--- src/rtl/dmem_arbiter_pkg.sv ---
// Shared definitions for the data-memory arbiter: FSM state encoding,
// default memory size and the address range check also used by the memory.
// No ports; imported by the arbiter top, its port mux and the bus interface users.
package dmem_arbiter_pkg;

  typedef enum logic [1:0] {
    ST_IDLE = 2'd0,
    ST_OWN0 = 2'd1,
    ST_OWN1 = 2'd2
  } state_e;

  localparam logic [31:0] DMEM_BYTES = 32'h0000_0400;

  function automatic logic addr_in_range(input logic [31:0] addr,
                                         input logic [31:0] limit);
    return addr < limit;
  endfunction

endpackage

--- src/rtl/dmem_arbiter_if.sv ---
// Bus bundle between the two masters (CPU port 0, DMA port 1), the arbiter
// and the single-port data memory.
// Ports: per-master req/we/addr/wdata (+lock1) in, ack/rdata/err (+stall) out;
// memory mem_read/mem_write/mem_addr/mem_wdata out, mem_rdata in.
interface dmem_arbiter_if;
  logic        req0, we0, ack0, err0, stall;
  logic [31:0] addr0, wdata0, rdata0;
  logic        req1, we1, lock1, ack1, err1;
  logic [31:0] addr1, wdata1, rdata1;
  logic        mem_read, mem_write;
  logic [31:0] mem_addr, mem_wdata, mem_rdata;

  // Arbiter side.
  modport slave (
    input  req0, we0, addr0, wdata0,
    input  req1, we1, addr1, wdata1, lock1,
    input  mem_rdata,
    output ack0, rdata0, err0, stall,
    output ack1, rdata1, err1,
    output mem_read, mem_write, mem_addr, mem_wdata
  );

  // Masters plus memory model side.
  modport master (
    output req0, we0, addr0, wdata0,
    output req1, we1, addr1, wdata1, lock1,
    output mem_rdata,
    input  ack0, rdata0, err0, stall,
    input  ack1, rdata1, err1,
    input  mem_read, mem_write, mem_addr, mem_wdata
  );
endinterface

--- src/rtl/dmem_port_mux.sv ---
// Combinational owner select: routes the owning master onto the memory,
// range-checks its address and returns ack/err/rdata to each master.
// Latency: 0 (pure combinational). Backpressure: non-owner simply sees ack=0.
// Ports: own0_i/own1_i from the arbiter FSM, per-master request fields in,
// per-master ack/err/rdata out, memory controls out, mem_rdata_i in.
module dmem_port_mux
  import dmem_arbiter_pkg::*;
#(
  parameter logic [31:0] MEM_BYTES = DMEM_BYTES
) (
  input  logic        own0_i,
  input  logic        own1_i,
  input  logic        req0_i,
  input  logic        we0_i,
  input  logic [31:0] addr0_i,
  input  logic [31:0] wdata0_i,
  input  logic        req1_i,
  input  logic        we1_i,
  input  logic [31:0] addr1_i,
  input  logic [31:0] wdata1_i,
  input  logic [31:0] mem_rdata_i,
  output logic        ack0_o,
  output logic        err0_o,
  output logic [31:0] rdata0_o,
  output logic        ack1_o,
  output logic        err1_o,
  output logic [31:0] rdata1_o,
  output logic        mem_read_o,
  output logic        mem_write_o,
  output logic [31:0] mem_addr_o,
  output logic [31:0] mem_wdata_o
);

  logic        ack0, ack1, inr0, inr1;
  logic        sel_vld, sel_we, sel_inr;
  logic [31:0] sel_addr, sel_wdata;

  assign inr0 = addr_in_range(addr0_i, MEM_BYTES);
  assign inr1 = addr_in_range(addr1_i, MEM_BYTES);
  assign ack0 = own0_i & req0_i;
  assign ack1 = own1_i & req1_i;

  // At most one ack is ever high; an owner without a request drives zeros.
  always_comb begin
    sel_vld   = 1'b0;
    sel_we    = 1'b0;
    sel_inr   = 1'b0;
    sel_addr  = '0;
    sel_wdata = '0;
    if (ack0) begin
      sel_vld   = 1'b1;
      sel_we    = we0_i;
      sel_inr   = inr0;
      sel_addr  = addr0_i;
      sel_wdata = wdata0_i;
    end else if (ack1) begin
      sel_vld   = 1'b1;
      sel_we    = we1_i;
      sel_inr   = inr1;
      sel_addr  = addr1_i;
      sel_wdata = wdata1_i;
    end
  end

  // Out-of-range accesses are acked with err but never reach the memory.
  assign mem_read_o  = sel_vld & ~sel_we & sel_inr;
  assign mem_write_o = sel_vld &  sel_we & sel_inr;
  assign mem_addr_o  = sel_addr;
  assign mem_wdata_o = sel_wdata;

  assign ack0_o   = ack0;
  assign err0_o   = ack0 & ~inr0;
  assign rdata0_o = (ack0 & ~we0_i & inr0) ? mem_rdata_i : 32'h0;
  assign ack1_o   = ack1;
  assign err1_o   = ack1 & ~inr1;
  assign rdata1_o = (ack1 & ~we1_i & inr1) ? mem_rdata_i : 32'h0;

endmodule

--- src/rtl/dmem_arbiter.sv ---
// Round-robin arbiter sharing the single-port data memory between the CPU
// (port 0) and a DMA engine (port 1, optional burst lock bounded by MAX_HOLD).
// Latency: 1 cycle from IDLE to grant; owner is served combinationally each
// cycle. Backpressure: a waiting master sees ack=0 (CPU also gets stall).
// Ports: clk, reset (async, active high), bus (slave view of dmem_arbiter_if).
module dmem_arbiter
  import dmem_arbiter_pkg::*;
#(
  parameter int unsigned MAX_HOLD  = 8,
  parameter logic [31:0] MEM_BYTES = DMEM_BYTES
) (
  input  logic            clk,
  input  logic            reset,
  dmem_arbiter_if.slave   bus
);

  localparam int HW = $clog2(MAX_HOLD) + 1;
  localparam logic [HW-1:0] HOLD_MAX = HW'(MAX_HOLD - 1);

  state_e        state_q, state_d;
  logic          last_q, last_d;
  logic [HW-1:0] hold_q, hold_d;
  logic          own_req, oth_req, own_lock, ack0;

  always_ff @(posedge clk or posedge reset) begin
    if (reset) begin
      state_q <= ST_IDLE;
      last_q  <= 1'b1;       // port 0 wins the first tie
      hold_q  <= '0;
    end else begin
      state_q <= state_d;
      last_q  <= last_d;
      hold_q  <= hold_d;
    end
  end

  // Requests seen from the owner's point of view; port 0 never locks.
  assign own_req  = (state_q == ST_OWN1) ? bus.req1 : bus.req0;
  assign oth_req  = (state_q == ST_OWN1) ? bus.req0 : bus.req1;
  assign own_lock = (state_q == ST_OWN1) & bus.lock1;

  always_comb begin
    state_d = state_q;
    last_d  = last_q;
    hold_d  = hold_q;
    unique case (state_q)
      ST_IDLE: begin
        hold_d = '0;
        if (bus.req0 && bus.req1) state_d = last_q ? ST_OWN0 : ST_OWN1;
        else if (bus.req0)        state_d = ST_OWN0;
        else if (bus.req1)        state_d = ST_OWN1;
      end
      ST_OWN0, ST_OWN1: begin
        if (oth_req) begin
          if (own_req && own_lock && hold_q < HOLD_MAX) begin
            hold_d = hold_q + 1'b1;
          end else begin
            // Direct hand-over, no idle bubble.
            state_d = (state_q == ST_OWN0) ? ST_OWN1 : ST_OWN0;
            last_d  = (state_q == ST_OWN1);
            hold_d  = '0;
          end
        end else if (own_req) begin
          if (hold_q < HOLD_MAX) hold_d = hold_q + 1'b1;
        end else begin
          state_d = ST_IDLE;
          last_d  = (state_q == ST_OWN1);
          hold_d  = '0;
        end
      end
      default: begin
        state_d = ST_IDLE;
        hold_d  = '0;
      end
    endcase
  end

  dmem_port_mux #(.MEM_BYTES(MEM_BYTES)) u_mux (
    .own0_i      (state_q == ST_OWN0),
    .own1_i      (state_q == ST_OWN1),
    .req0_i      (bus.req0),
    .we0_i       (bus.we0),
    .addr0_i     (bus.addr0),
    .wdata0_i    (bus.wdata0),
    .req1_i      (bus.req1),
    .we1_i       (bus.we1),
    .addr1_i     (bus.addr1),
    .wdata1_i    (bus.wdata1),
    .mem_rdata_i (bus.mem_rdata),
    .ack0_o      (ack0),
    .err0_o      (bus.err0),
    .rdata0_o    (bus.rdata0),
    .ack1_o      (bus.ack1),
    .err1_o      (bus.err1),
    .rdata1_o    (bus.rdata1),
    .mem_read_o  (bus.mem_read),
    .mem_write_o (bus.mem_write),
    .mem_addr_o  (bus.mem_addr),
    .mem_wdata_o (bus.mem_wdata)
  );

  assign bus.ack0  = ack0;
  assign bus.stall = bus.req0 & ~ack0;

endmodule

--- src/flat_wrapper.sv ---
// flat-port wrapper written by rule: the top's interface ports become plain ports
module dmem_arbiter_flat import dmem_arbiter_pkg::*;
#(
  parameter int unsigned MAX_HOLD  = 8,
  parameter logic [31:0] MEM_BYTES = DMEM_BYTES
)
  (clk, reset, bus_req0, bus_we0, bus_addr0, bus_wdata0, bus_req1, bus_we1, bus_addr1, bus_wdata1, bus_lock1, bus_mem_rdata, bus_ack0, bus_rdata0, bus_err0, bus_stall, bus_ack1, bus_rdata1, bus_err1, bus_mem_read, bus_mem_write, bus_mem_addr, bus_mem_wdata);
  dmem_arbiter_if bus_i ();
  input  logic clk;
  input  logic reset;
  input wire logic [$bits(bus_i.req0)-1:0] bus_req0;
  input wire logic [$bits(bus_i.we0)-1:0] bus_we0;
  input wire logic [$bits(bus_i.addr0)-1:0] bus_addr0;
  input wire logic [$bits(bus_i.wdata0)-1:0] bus_wdata0;
  input wire logic [$bits(bus_i.req1)-1:0] bus_req1;
  input wire logic [$bits(bus_i.we1)-1:0] bus_we1;
  input wire logic [$bits(bus_i.addr1)-1:0] bus_addr1;
  input wire logic [$bits(bus_i.wdata1)-1:0] bus_wdata1;
  input wire logic [$bits(bus_i.lock1)-1:0] bus_lock1;
  input wire logic [$bits(bus_i.mem_rdata)-1:0] bus_mem_rdata;
  output wire logic [$bits(bus_i.ack0)-1:0] bus_ack0;
  output wire logic [$bits(bus_i.rdata0)-1:0] bus_rdata0;
  output wire logic [$bits(bus_i.err0)-1:0] bus_err0;
  output wire logic [$bits(bus_i.stall)-1:0] bus_stall;
  output wire logic [$bits(bus_i.ack1)-1:0] bus_ack1;
  output wire logic [$bits(bus_i.rdata1)-1:0] bus_rdata1;
  output wire logic [$bits(bus_i.err1)-1:0] bus_err1;
  output wire logic [$bits(bus_i.mem_read)-1:0] bus_mem_read;
  output wire logic [$bits(bus_i.mem_write)-1:0] bus_mem_write;
  output wire logic [$bits(bus_i.mem_addr)-1:0] bus_mem_addr;
  output wire logic [$bits(bus_i.mem_wdata)-1:0] bus_mem_wdata;
  assign bus_i.req0 = bus_req0;
  assign bus_i.we0 = bus_we0;
  assign bus_i.addr0 = bus_addr0;
  assign bus_i.wdata0 = bus_wdata0;
  assign bus_i.req1 = bus_req1;
  assign bus_i.we1 = bus_we1;
  assign bus_i.addr1 = bus_addr1;
  assign bus_i.wdata1 = bus_wdata1;
  assign bus_i.lock1 = bus_lock1;
  assign bus_i.mem_rdata = bus_mem_rdata;
  assign bus_ack0 = bus_i.ack0;
  assign bus_rdata0 = bus_i.rdata0;
  assign bus_err0 = bus_i.err0;
  assign bus_stall = bus_i.stall;
  assign bus_ack1 = bus_i.ack1;
  assign bus_rdata1 = bus_i.rdata1;
  assign bus_err1 = bus_i.err1;
  assign bus_mem_read = bus_i.mem_read;
  assign bus_mem_write = bus_i.mem_write;
  assign bus_mem_addr = bus_i.mem_addr;
  assign bus_mem_wdata = bus_i.mem_wdata;
  dmem_arbiter #(.MAX_HOLD(MAX_HOLD), .MEM_BYTES(MEM_BYTES)) u_core (.clk(clk), .reset(reset), .bus(bus_i));
endmodule
--- config.mk ---
export PLATFORM = sky130hd
export DESIGN_NAME = dmem_arbiter_flat
export DESIGN_NICKNAME = d
export VERILOG_FILES = /design/src/rtl/dmem_arbiter_pkg.sv /design/src/rtl/dmem_arbiter_if.sv /design/src/rtl/dmem_port_mux.sv /design/src/rtl/dmem_arbiter.sv /design/src/flat_wrapper.sv
export SDC_FILE = /design/constraint.sdc
export NUM_CORES = 1
export LEC_CHECK = 0
export BUFFER_PORTS_ARGS = -buffer_cell sky130_fd_sc_hd__buf_2
export CORE_AREA = 2 2 118 120
export CTS_CLUSTER_DIAMETER = 80
export DETAILED_ROUTE_END_ITERATION = 16
export DIE_AREA = 0 0 120 122
export MAX_ROUTING_LAYER = met4
export PLACE_DENSITY = 0.51
export SYNTH_ARGS = -nofsm -noshare
export SYNTH_HDL_FRONTEND = slang
export SYNTH_SLANG_ARGS = --single-unit
--- constraint.sdc ---
create_clock -name clk -period 2.9 [get_ports clk]
set_clock_uncertainty 0.2 [all_clocks]
set_input_delay 0.725 -clock clk [delete_from_list [all_inputs] [get_ports clk]]
set_output_delay 0.725 -clock clk [all_outputs]
set_load 0.05 [all_outputs]
---- Word-level counts from Yosys, hierarchy flattened ----
Index checks and enable logic that the tools add are counted.
storage, ports and cells
  word-level logic and storage cells ...... 73
  register bits after elaboration ......... 7
  input bits .............................. 167
  output and inout bits ................... 135
operators by class
  equal/unequal tests ..................... 8
  multiplexer cells ....................... 31
  add/subtract/negate cells ............... 1
  bitwise logic cells ..................... 20
  reduce and logical (&&, ||, !) cells .... 7
  $lt $le $gt $ge ......................... 3
operator list
  operator              number
  $mux 32               6
  $lt 32x11->1 const B  2
  $mux 4                5
  $mux 2                8
  $and 1x1->1           14
  $mux 1                11
  $ne 3x3->1 const B    2
  $not 1->1             6
  $reduce_and 3->1      2
  $add 4x1->4 const B   1
  $lt 4x3->1 const B    1
  $ne 2x2->1 const B    2
  $ne 4x3->1 const B    1
  $ne 4x4->1 const B    1
  $pmux 2 s2            1
  $logic_and 1x1->1     3
  $eq 2x1->1 const B    1
  $eq 2x2->1 const B    1
  $logic_not 2->1       1
  $reduce_or 2->1       1

---- Longest topological paths before layout ----
Gate-level depths: netlist of run 1.
  depth after elaboration ................. 7
  mapped depth ............................ 8
  depth with buffers taken out ............ 7

---- Hierarchy ----
From an unflattened synthesis of run 1, not the netlist that was laid out.
second synthesis, totals
  cell total of the unflattened synthesis .. 310
  area, all modules ....................... 2441.1 um^2
by module, submodules not included
  module         instances  area each (um^2)  cells each
  dmem_port_mux  1          1871.8            251
  dmem_arbiter   1          569.3             59

---- Worst setup path after synthesis of run 1 ----
No wires, ideal clock.
  path kind ............................... in2out
  from .................................... input bus_req0
  to ...................................... output bus_mem_addr[22]
  arrival time ............................ 2.283 ns
  setup slack ............................. -0.308 ns
  required time ........................... 1.975 ns
  cell stages on the path ................. 5
  cell sequence ........................... buf_4 -> nand2_1 -> inv_1 -> clkbuf_1 -> a22o_1
on the way
  word-level cells in the longest chain between the ends .. 2
ends and longest elaborated chain
  item             line                 source
  start, declared  flat_wrapper.sv:11   input wire logic [$bits(bus_i.req0)-1:0] bus_req0;
  $and 1x1->1      dmem_port_mux.sv:40  assign ack0 = own0_i & req0_i;
  net bus_ack0     flat_wrapper.sv:21   output wire logic [$bits(bus_i.ack0)-1:0] bus_ack0;
  $mux 32          dmem_port_mux.sv:50  if (ack0) begin
  end, declared    flat_wrapper.sv:30   output wire logic [$bits(bus_i.mem_addr)-1:0] bus_mem_addr;
The timed path passes the listed nets, and every way through them passes these cells.

---- Final worst setup path of run 1 ----
  from .................................... input bus_addr1[24]
  to ...................................... output bus_rdata1[3]
on the way
  word-level cells in the longest chain between the ends .. 3
ends and longest elaborated chain
  item             line                    source
  start, declared  flat_wrapper.sv:17      input wire logic [$bits(bus_i.addr1)-1:0] bus_addr1;
  $lt 32x11->1     dmem_arbiter_pkg.sv:16  return addr < limit;
  $and 1x1->1      dmem_port_mux.sv:76     assign rdata1_o = (ack1 & ~we1_i & inr1) ? mem_rdata_i : 32'h0;
  $mux 32          dmem_port_mux.sv:76
  end, declared    flat_wrapper.sv:26      output wire logic [$bits(bus_i.rdata1)-1:0] bus_rdata1;
Every way passes these cells.

==> results.py, run 1 <==
metrics = {
    "run_status": {
        "run_status": "finished, violations left",
        "violations_in_the_final_reports": "setup timing",
    },
    "synthesis": {
        "ys_seq_elements": 7,
        "synthesis.area_um2": 1800,
        "ys_dominant_reg_cell": "sky130_fd_sc_hd__dfrtp_1",
        "yosys_warnings": 0,
        "number_of_synthesized_flops_with_an_enable_pin": 0,
        "synth.net_count": 408,
        "syn_area_per_cell_um2": 7.61,
        "synth-seq-area-share_pct": 9.83,
        "synthesis.instances": 236,
        "synth.distinct_cells": 36,
        "async_flop_share_pct": 100,
    },
    "setup_path": {
        "regToRegStartpoint": "u_core.state_q[0]",
        "path_max_fanout": 8,
        "reg2regPathDepth": 8,
        "worstSetupPathType": "input port to primary output",
        "path_cells": "buf_2 > nor4_2 > nand4_1 > nor4_4 > buf_6 > clkbuf_16 > and2_4 > buf_8",
        "timing.critical_path.from_type": "input port",
        "crit_path_max_incr_delay_ps": 300,
        "crit_required_ps": 1980,
        "timing.critical_path.slowest_stage_cell": "sky130_fd_sc_hd__nor4_4",
        "cpLargestDelayFamily": "simple AND/OR/NAND/NOR gates",
        "setup_slack_of_the_worst_register_to_register_path_ps": 600,
        "critical_path.n_buffers_inverters": 4,
        "crit-reg2reg-capture": "u_core.state_q[0]",
        "endpoint_kind": "primary output",
        "cp.arrival_ps": 2270,
    },
    "detailed_routing": {
        "via_count": 3323,
        "detail-route-antenna-nets": 0,
        "drc_errors": 0,
        "total_wire_length_um": 12500,
        "detail_route.iter0.violations": 106,
        "first_pass_iters": 4,
        "wl_per_cell_um": 16.7,
        "avgViaCountPerCell": 4.44,
    },
    "pwr": {
        "p_sw_share_pct": 55.5,
        "switching_power_mw": 1.45,
        "max-vdd-ir-drop_uv": 444,
        "power_per_cell_area_nw_per_um2": 483,
        "seq_power_share_pct": 6.3,
        "clock_power_share_pct": 8.9,
        "pwr-share-comb_pct": 84.8,
        "p_int_mw": 1.16,
        "power.static_leakage_nw": 2.76,
    },
    "timing": {
        "drv_slew": 0,
        "hold_viol_final": 0,
        "unrepaired_setup_endpoints_after_global_routing": "true",
        "timing.fmax_mhz": 313,
        "worst_slew_pin_slew_ps": 349,
        "max_slew_margin_pct": 76.8,
        "post-route-period-util_pct": 110,
        "hold_slack_ps": 225,
        "period_needed_ps": 3190,
        "finalWorstSetupSlack_ps": -291,
        "setup_viol_count_final": 66,
    },
    "clocking": {
        "clock_tree.buffer_depth": 2,
        "clk_root_buffer_cell": "sky130_fd_sc_hd__clkbuf_16",
        "worst_setup_hold_path_clk_slew_ps": 40,
        "clock_tree_from_tritoncts": "built",
        "number_of_sinks_driven_by_the_clock_tree": 7,
        "tritoncts.num_buffers": 3,
        "ctsHtreeMaxLevel": 1,
        "worst_skew_pair.late_latency_ps": 230,
    },
    "placement": {
        "place.gp.congestion": 0.840,
        "detailedPlacementHpwl_um": 8630,
        "io_buffers": 301,
    },
    "grt": {
        "grt_overflow_total": 0,
        "globalRouteTotalUtil_pct": 13.7,
        "grt_start_max_net_pins": 33,
        "grt_pass1_vias": 3183,
        "global_route_wire_length_before_repair_um": 15900,
        "antenna_found_initial": 1,
    },
    "floorplan": {
        "fp-row-count": 43,
        "die_width_um": 120,
        "core_area_um2": 13500,
        "design.portCount": 302,
        "initial_util_pct": 13.3,
        "die_h_um": 122,
        "die-area_um2": 14600,
    },
    "hold_path": {
        "class_of_the_tightest_hold_or_removal_check": "input port to async pin",
    },
    "finish": {
        "mostFrequentLayoutCell": "sky130_fd_sc_hd__buf_2",
        "finalNetCount": 741,
        "total_area_of_multi_input_combinational_cells_um2": 1850,
        "storage_element_area_um2": 179,
        "area.growth.synth_to_final_pct": 202,
        "final_layout_size_suffix_gt1_share_pct": 87.0,
        "commonest_cells_after_routing_fill_and_taps_aside": "180 x sky130_fd_sc_hd__buf_2, 65 x sky130_fd_sc_hd__buf_8, 62 x sky130_fd_sc_hd__and2_4",
        "fin_util_pct": 40.1,
        "n_fill_cell": 1343,
    },
    "job": {
        "max_cap_violations": 0,
    },
}
## flip-flops by register name (all words and copies together), names as in the netlist
name	cells
u_core.last_q	1
u_core.state_q	2
u_core.hold_q	4
## power by group through the flow
stage	sequential (mW)	clock, mW	combinational [mW]
global route	0.169	0.252	2.32
detailed placement	0.158	0	1.89
floorplan	0.150	0	1.36
finish	0.166	0.233	2.22
global placement	0.156	0	1.88
CTS	0.157	0.238	2.08
## through the flow
stage	instances	TNS [ps]	worst slack [ps]	instance area, um^2	power, mW
5_1_grt	749	-21140	-352	5420	2.74
2_1_floorplan	236	-35.7	-35.7	1910	1.51
3_5_place_dp	726	-28270	-469	3880	2.05
4_1_cts	740	-17450	-291	4760	2.48
3_3_place_gp	726	-25180	-445	3880	2.03
6_report	749	-16350	-291	5420	2.62
## timing repair
| action | 4_1_cts | 5_1_grt |
|---|---|---|
| cloned | 3 | 5 |
| endpoints found under the setup margin | 132 | 132 |
| pin swaps | 6 | 67 |
| hold buffers | 0 | 0 |
| gates resized for setup | 208 | 179 |
| setup buffers | 7 | 6 |
## worst max-delay path by stage
stage                        startpoint                to  slack, ps  depth (start not counted)
after floorplan                bus_req0  bus_mem_addr[22]        -40                          7
after global placement    bus_addr1[13]    bus_rdata1[22]       -440                          8
after detailed placement  bus_addr1[13]    bus_rdata1[12]       -470                          8
final                     bus_addr1[24]     bus_rdata1[3]       -290                          8
after global routing      bus_addr1[24]     bus_rdata1[3]       -350                          8
after CTS                 bus_addr1[13]    bus_rdata1[24]       -290                          8
## cell usage after synthesis (2+ instances only)
cell / count / area, um^2
sky130_fd_sc_hd__dfrtp_1: 6 / 150
sky130_fd_sc_hd__inv_1: 10 / 37.5
sky130_fd_sc_hd__nor4_4: 2 / 42.5
sky130_fd_sc_hd__nor4_1: 10 / 62.6
sky130_fd_sc_hd__o211ai_1: 2 / 15.0
sky130_fd_sc_hd__and2_1: 43 / 269
sky130_fd_sc_hd__a22o_1: 64 / 561
sky130_fd_sc_hd__a21oi_1: 5 / 25.0
sky130_fd_sc_hd__nand4_1: 2 / 12.5
sky130_fd_sc_hd__mux2_2: 4 / 45.0
sky130_fd_sc_hd__and2_2: 21 / 158
sky130_fd_sc_hd__a32o_1: 2 / 20.0
sky130_fd_sc_hd__clkbuf_1: 8 / 30.0
sky130_fd_sc_hd__nand3_1: 4 / 20.0
sky130_fd_sc_hd__ha_1: 5 / 62.6
sky130_fd_sc_hd__nor2_1: 9 / 33.8
sky130_fd_sc_hd__clkbuf_2: 6 / 30.0
sky130_fd_sc_hd__nand2_1: 5 / 18.8
sky130_fd_sc_hd__buf_2: 7 / 35.0
sky130_fd_sc_hd__o21ai_0: 5 / 25.0
## metal layers
layer	track usage, %	share of wire, %
met1	15.3	38
met2	26.0	55
met3	2.53	6.4
met4	1.47	0.70
met5	-	0
## logic make-up after synthesis
group	share of synthesized area (%)
AO/OA/AOI/OAI	39.1
adder cells (fa/ha/maj)	3.48
buffers and inverters	7.81
flip-flops	9.83
multiplexers	2.51
AND/OR/NAND/NOR	37.3
## area by class of cell
cell class | count | area share [%]
inverter | 10 | 0.739
multi-input combinational | 197 | 34.2
clock buffer | 4 | 1.45
tap | 180 | 4.16
antenna | 1 | 0.0462
sequential | 7 | 3.30
timing repair buffer | 350 | 56.1
Note: power is estimated with default switching activity, not from simulation.
==> run 2, diff against run 1 <==
- ABC_AREA: not set -> 0
- GPL_TIMING_DRIVEN: not set -> 0
==> results.py, run 2 (synthesized netlist as in run 1, its figures left out) <==
metrics = {
    "run_status": {
        "run_status": "finished, violations left",
        "violations_in_the_final_reports": "setup timing",
    },
    "hold_path": {
        "class_of_the_tightest_hold_or_removal_check": "input port to async pin",
    },
    "detailed_routing": {
        "first_pass_iters": 4,
        "total_wire_length_um": 12000,
        "detail-route-antenna-nets": 0,
        "drc_errors": 0,
        "detail_route.iter0.violations": 92,
        "avgViaCountPerCell": 4.35,
        "via_count": 3200,
        "wl_per_cell_um": 16.3,
    },
    "finish": {
        "largest_registers": "u_core.hold_q (4), u_core.state_q (2), u_core.last_q (1)",
        "commonest_cells_after_routing_fill_and_taps_aside": "170 x sky130_fd_sc_hd__buf_2, 79 x sky130_fd_sc_hd__buf_8, 63 x sky130_fd_sc_hd__and2_4",
        "largest_register": "u_core.hold_q",
        "finalNetCount": 727,
        "number_of_flip_flops_in_the_largest_register": 4,
        "final_area_um2": 5190,
        "fin_util_pct": 38.4,
        "final_layout_size_suffix_gt1_share_pct": 86.3,
        "mostFrequentLayoutCell": "sky130_fd_sc_hd__buf_2",
        "total_area_of_multi_input_combinational_cells_um2": 1830,
        "n_fill_cell": 1333,
        "area.growth.synth_to_final_pct": 189,
        "storage_element_area_um2": 178,
    },
    "setup_path": {
        "setup_slack_of_the_worst_register_to_register_path_ps": 750,
        "endpoint_kind": "primary output",
        "worstSetupPathType": "input port to primary output",
        "crit_required_ps": 1980,
        "path_max_fanout": 8,
        "cp.arrival_ps": 2240,
        "timing.critical_path.from_type": "input port",
    },
    "grt": {
        "antenna_found_initial": 2,
        "globalRouteTotalUtil_pct": 14.7,
        "grt_pass1_vias": 3171,
        "grt_overflow_total": 0,
        "global_route_wire_length_before_repair_um": 16700,
        "grt_start_max_net_pins": 11,
    },
    "floorplan": {
        "fp-row-count": 43,
        "core_area_um2": 13500,
        "die_width_um": 120,
        "design.portCount": 302,
        "initial_util_pct": 13.3,
        "die-area_um2": 14600,
        "die_h_um": 122,
    },
    "placement": {
        "place.gp.congestion": 0.821,
        "io_buffers": 300,
        "placedInstanceArea_um2": 3630,
        "detailedPlacementHpwl_um": 8720,
    },
    "timing": {
        "drv_slew": 0,
        "post-route-period-util_pct": 109,
        "fin_setup_tns_ps": -13180,
        "finalWorstSetupSlack_ps": -261,
        "max_slew_margin_pct": 74.9,
        "hold_slack_ps": 219,
        "setup_viol_count_final": 65,
        "hold_viol_final": 0,
        "period_needed_ps": 3160,
        "worst_slew_pin_slew_ps": 376,
        "timing.fmax_mhz": 316,
        "unrepaired_setup_endpoints_after_global_routing": "true",
    },
    "job": {
        "max_cap_violations": 0,
    },
    "clocking": {
        "ctsHtreeMaxLevel": 1,
        "worst_skew_pair.late_latency_ps": 240,
        "number_of_sinks_driven_by_the_clock_tree": 7,
        "worst_setup_hold_path_clk_slew_ps": 40,
        "clock_tree_from_tritoncts": "built",
        "clk_root_buffer_cell": "sky130_fd_sc_hd__clkbuf_16",
        "tritoncts.num_buffers": 3,
        "clock_tree.buffer_depth": 2,
    },
    "pwr": {
        "power.total_mw": 2.50,
        "max-vdd-ir-drop_uv": 417,
        "power.static_leakage_nw": 2.66,
        "power_per_cell_area_nw_per_um2": 483,
    },
}
[run 2: cell types whose count changed in the layout (fill, tap and decap cells not counted), sizes merged]
cell	previous run	this run
buf	343	326
diode	1	2
clkbuf	11	14
[run 2: stage by stage]
stage	setup WS [ps]	cells
after floorplan	-35.7	236
after global placement	-592	716
after detailed placement	-641	716
after CTS	-321	730
after global routing	-353	736
final	-261	736
[run 2: critical path, cell delays in order]
cell and delay (ps):
sky130_fd_sc_hd__buf_2 110, sky130_fd_sc_hd__nor4_2 260, sky130_fd_sc_hd__nand4_1 200, sky130_fd_sc_hd__nor4_4 260, sky130_fd_sc_hd__buf_6 220, sky130_fd_sc_hd__clkbuf_16 170
sky130_fd_sc_hd__and2_4 140, sky130_fd_sc_hd__buf_8 140
[run 2: final timing paths]
path / from / end / cells past startpoint
worst min-delay path: reset / u_core.hold_q[2] / 2
worst max register to register: u_core.state_q[0] / u_core.state_q[0] / 6
worst max-delay path: bus_addr1[29] / bus_rdata1[17] / 8
max in group asynchronous: reset / u_core.last_q / 2
worst min register to register: u_core.hold_q[2] / u_core.hold_q[2] / 1
min in group clk: u_core.hold_q[2] / u_core.hold_q[2] / 1
[run 2: layout make-up]
type / instances / share of cell area (%)
timing repair buffer: 314 / 50.2
clock buffer: 4 / 1.52
sequential: 7 / 3.42
buffer: 22 / 4.39
antenna: 2 / 0.0964
multi-input combinational: 197 / 35.3
inverter: 10 / 0.771
tap: 180 / 4.34
[run 2: what timing repair did]
item                       in CTS  in global routing
setup endpoints to repair     132                127
pin swaps                      47                 37
hold buffers                    0                  0
gates cloned                    4                  2
buffers inserted                6                  2
resized for setup             328                107
[run 2: report_power, final]
part	internal, mW	leakage [nW]	switching [mW]
clock	0.184	0.0382	0.0599
combinational	0.754	2.53	1.35
sequential	0.132	0.0900	0.0261
[run 2: per-layer routing]
| layer | GRT usage (%) | share of wire (%) |
|---|---|---|
| met4 | 4.34 | 1.2 |
| met1 | 16.3 | 38 |
| met5 | - | 0 |
| met3 | 1.97 | 6.1 |
| met2 | 27.2 | 55 |
==> run 3, diff against run 2 <==
- RECOVER_POWER: not set -> 25
==> results.py, run 3 (synthesized netlist as in run 1, its figures left out) <==
metrics = {
    "run_status": {
        "run_status": "finished, violations left",
        "violations_in_the_final_reports": "setup timing",
    },
    "finish": {
        "mostFrequentLayoutCell": "sky130_fd_sc_hd__buf_2",
        "final_layout_size_suffix_gt1_share_pct": 85.6,
        "largest_registers": "u_core.hold_q (4), u_core.state_q (2), u_core.last_q (1)",
        "area.growth.synth_to_final_pct": 189,
        "storage_element_area_um2": 176,
        "largest_register": "u_core.hold_q",
        "total_area_of_multi_input_combinational_cells_um2": 1830,
        "finalNetCount": 727,
        "commonest_cells_after_routing_fill_and_taps_aside": "164 x sky130_fd_sc_hd__buf_2, 79 x sky130_fd_sc_hd__buf_8, 63 x sky130_fd_sc_hd__and2_4",
        "n_fill_cell": 1335,
        "number_of_flip_flops_in_the_largest_register": 4,
        "final_area_um2": 5190,
    },
    "timing": {
        "setup_viol_count_final": 65,
        "drv_slew": 0,
        "unrepaired_setup_endpoints_after_global_routing": "true",
        "hold_viol_final": 0,
        "worst_slew_pin_slew_ps": 606,
        "period_needed_ps": 3160,
        "timing.fmax_mhz": 316,
        "fin_setup_tns_ps": -13120,
        "post-route-period-util_pct": 109,
        "max_slew_margin_pct": 59.8,
        "finalWorstSetupSlack_ps": -260,
    },
    "clocking": {
        "number_of_sinks_driven_by_the_clock_tree": 7,
        "clk_root_buffer_cell": "sky130_fd_sc_hd__clkbuf_16",
        "worst_skew_pair.late_latency_ps": 240,
        "ctsHtreeMaxLevel": 1,
        "clock_tree.buffer_depth": 2,
        "tritoncts.num_buffers": 3,
        "clock_tree_from_tritoncts": "built",
        "worst_setup_hold_path_clk_slew_ps": 40,
        "postCtsHoldBufs": 0,
    },
    "placement": {
        "io_buffers": 300,
        "place.gp.congestion": 0.821,
        "place_ws_ps": -641,
        "detailedPlacementHpwl_um": 8720,
        "placedInstanceArea_um2": 3630,
    },
    "setup_path": {
        "regToRegStartpoint": "u_core.state_q[0]",
        "setup.worst_path.end": "bus_rdata1[17]",
        "setup_slack_of_the_worst_register_to_register_path_ps": 670,
        "crit_start": "bus_addr1[29]",
        "crit_required_ps": 1980,
        "worstSetupPathType": "input port to primary output",
        "path_max_fanout": 8,
        "crit-reg2reg-capture": "u_core.state_q[1]",
        "endpoint_kind": "primary output",
        "timing.critical_path.from_type": "input port",
        "cp.arrival_ps": 2240,
        "reg2regPathDepth": 6,
    },
    "pwr": {
        "power.total_mw": 2.50,
        "power_per_cell_area_nw_per_um2": 482,
        "max-vdd-ir-drop_uv": 417,
        "power.static_leakage_nw": 2.65,
    },
    "grt": {
        "grt_pass1_vias": 3171,
        "global_route_wire_length_before_repair_um": 16700,
        "antenna_found_initial": 2,
        "grt_start_max_net_pins": 11,
        "use_met3_pct": 1.97,
        "groute.layer.met2.usage_pct": 27.2,
        "grt_max_usage_layer": "met2",
        "grt_overflow_total": 0,
        "globalRouteTotalUtil_pct": 14.7,
        "grt_use_met1_pct": 16.3,
    },
    "detailed_routing": {
        "detail_route.iter0.violations": 92,
        "avgViaCountPerCell": 4.36,
        "detail-route-antenna-nets": 0,
        "first_pass_iters": 4,
        "total_wire_length_um": 12000,
        "wl_per_cell_um": 16.3,
        "drc_errors": 0,
        "via_count": 3206,
    },
    "floorplan": {
        "die_h_um": 122,
        "die_width_um": 120,
        "core_area_um2": 13500,
        "initial_util_pct": 13.3,
        "fp-row-count": 43,
        "design.portCount": 302,
        "die-area_um2": 14600,
    },
    "job": {
        "max_cap_violations": 0,
    },
    "hold_path": {
        "class_of_the_tightest_hold_or_removal_check": "input port to async pin",
    },
}
[run 3: final cells by class]
| type | count | area share (%) |
|---|---|---|
| repair buffers | 314 | 50.2 |
| inverters | 10 | 0.772 |
| well taps | 180 | 4.34 |
| diodes | 2 | 0.0965 |
| multi-input cells | 197 | 35.3 |
| plain buffers | 22 | 4.39 |
| flip-flops and latches | 7 | 3.40 |
| clock buffers | 4 | 1.52 |
[run 3: timing repair]
action,4_1_cts,5_1_grt
endpoints found under the hold margin,0,0
cloned,4,2
endpoints found under the setup margin,132,127
pin swaps,47,37
resized for setup,328,107
buffers inserted,6,2
[run 3: through the flow]
| stage | cells | hold slack, ps | utilization (%) |
|---|---|---|---|
| after floorplan | 236 | 279 | - |
| after global routing | 736 | 255 | 38.4 |
| after CTS | 730 | 232 | 35.7 |
| final | 736 | 219 | 38.4 |
| after detailed placement | 716 | 312 | 26.9 |
| after global placement | 716 | 318 | 26.9 |
[run 3: metal layers]
metal	routed length (um)	part of all wire [%]
met3	762	6.3
met1	4510	38
met2	6600	55
met4	146	1.2
met5	0	0
[run 3: critical path, stage by stage]
cell                        delay (ps)
sky130_fd_sc_hd__buf_2             110
sky130_fd_sc_hd__nor4_2            260
sky130_fd_sc_hd__nand4_1           200
sky130_fd_sc_hd__nor4_4            260
sky130_fd_sc_hd__buf_6             220
sky130_fd_sc_hd__clkbuf_16         170
sky130_fd_sc_hd__and2_4            140
sky130_fd_sc_hd__buf_8             140
[run 3: how the worst min path moves through the flow]
stage / slack (ps) / to / depth (start not counted)
6_report: 220 / u_core.hold_q[2] / 2
5_1_grt: 260 / u_core.state_q[0] / 2
4_1_cts: 230 / u_core.hold_q[2] / 2
3_5_place_dp: 310 / u_core.hold_q[1] / 1
3_3_place_gp: 320 / u_core.hold_q[1] / 1
2_1_floorplan: 280 / u_core.hold_q[2] / 1
[run 3: power breakdown]
group          leakage [nW]  switching (mW)  internal (mW)
Sequential           0.0913          0.0251          0.131
Clock                0.0382          0.0599          0.184
Combinational          2.52            1.35          0.751
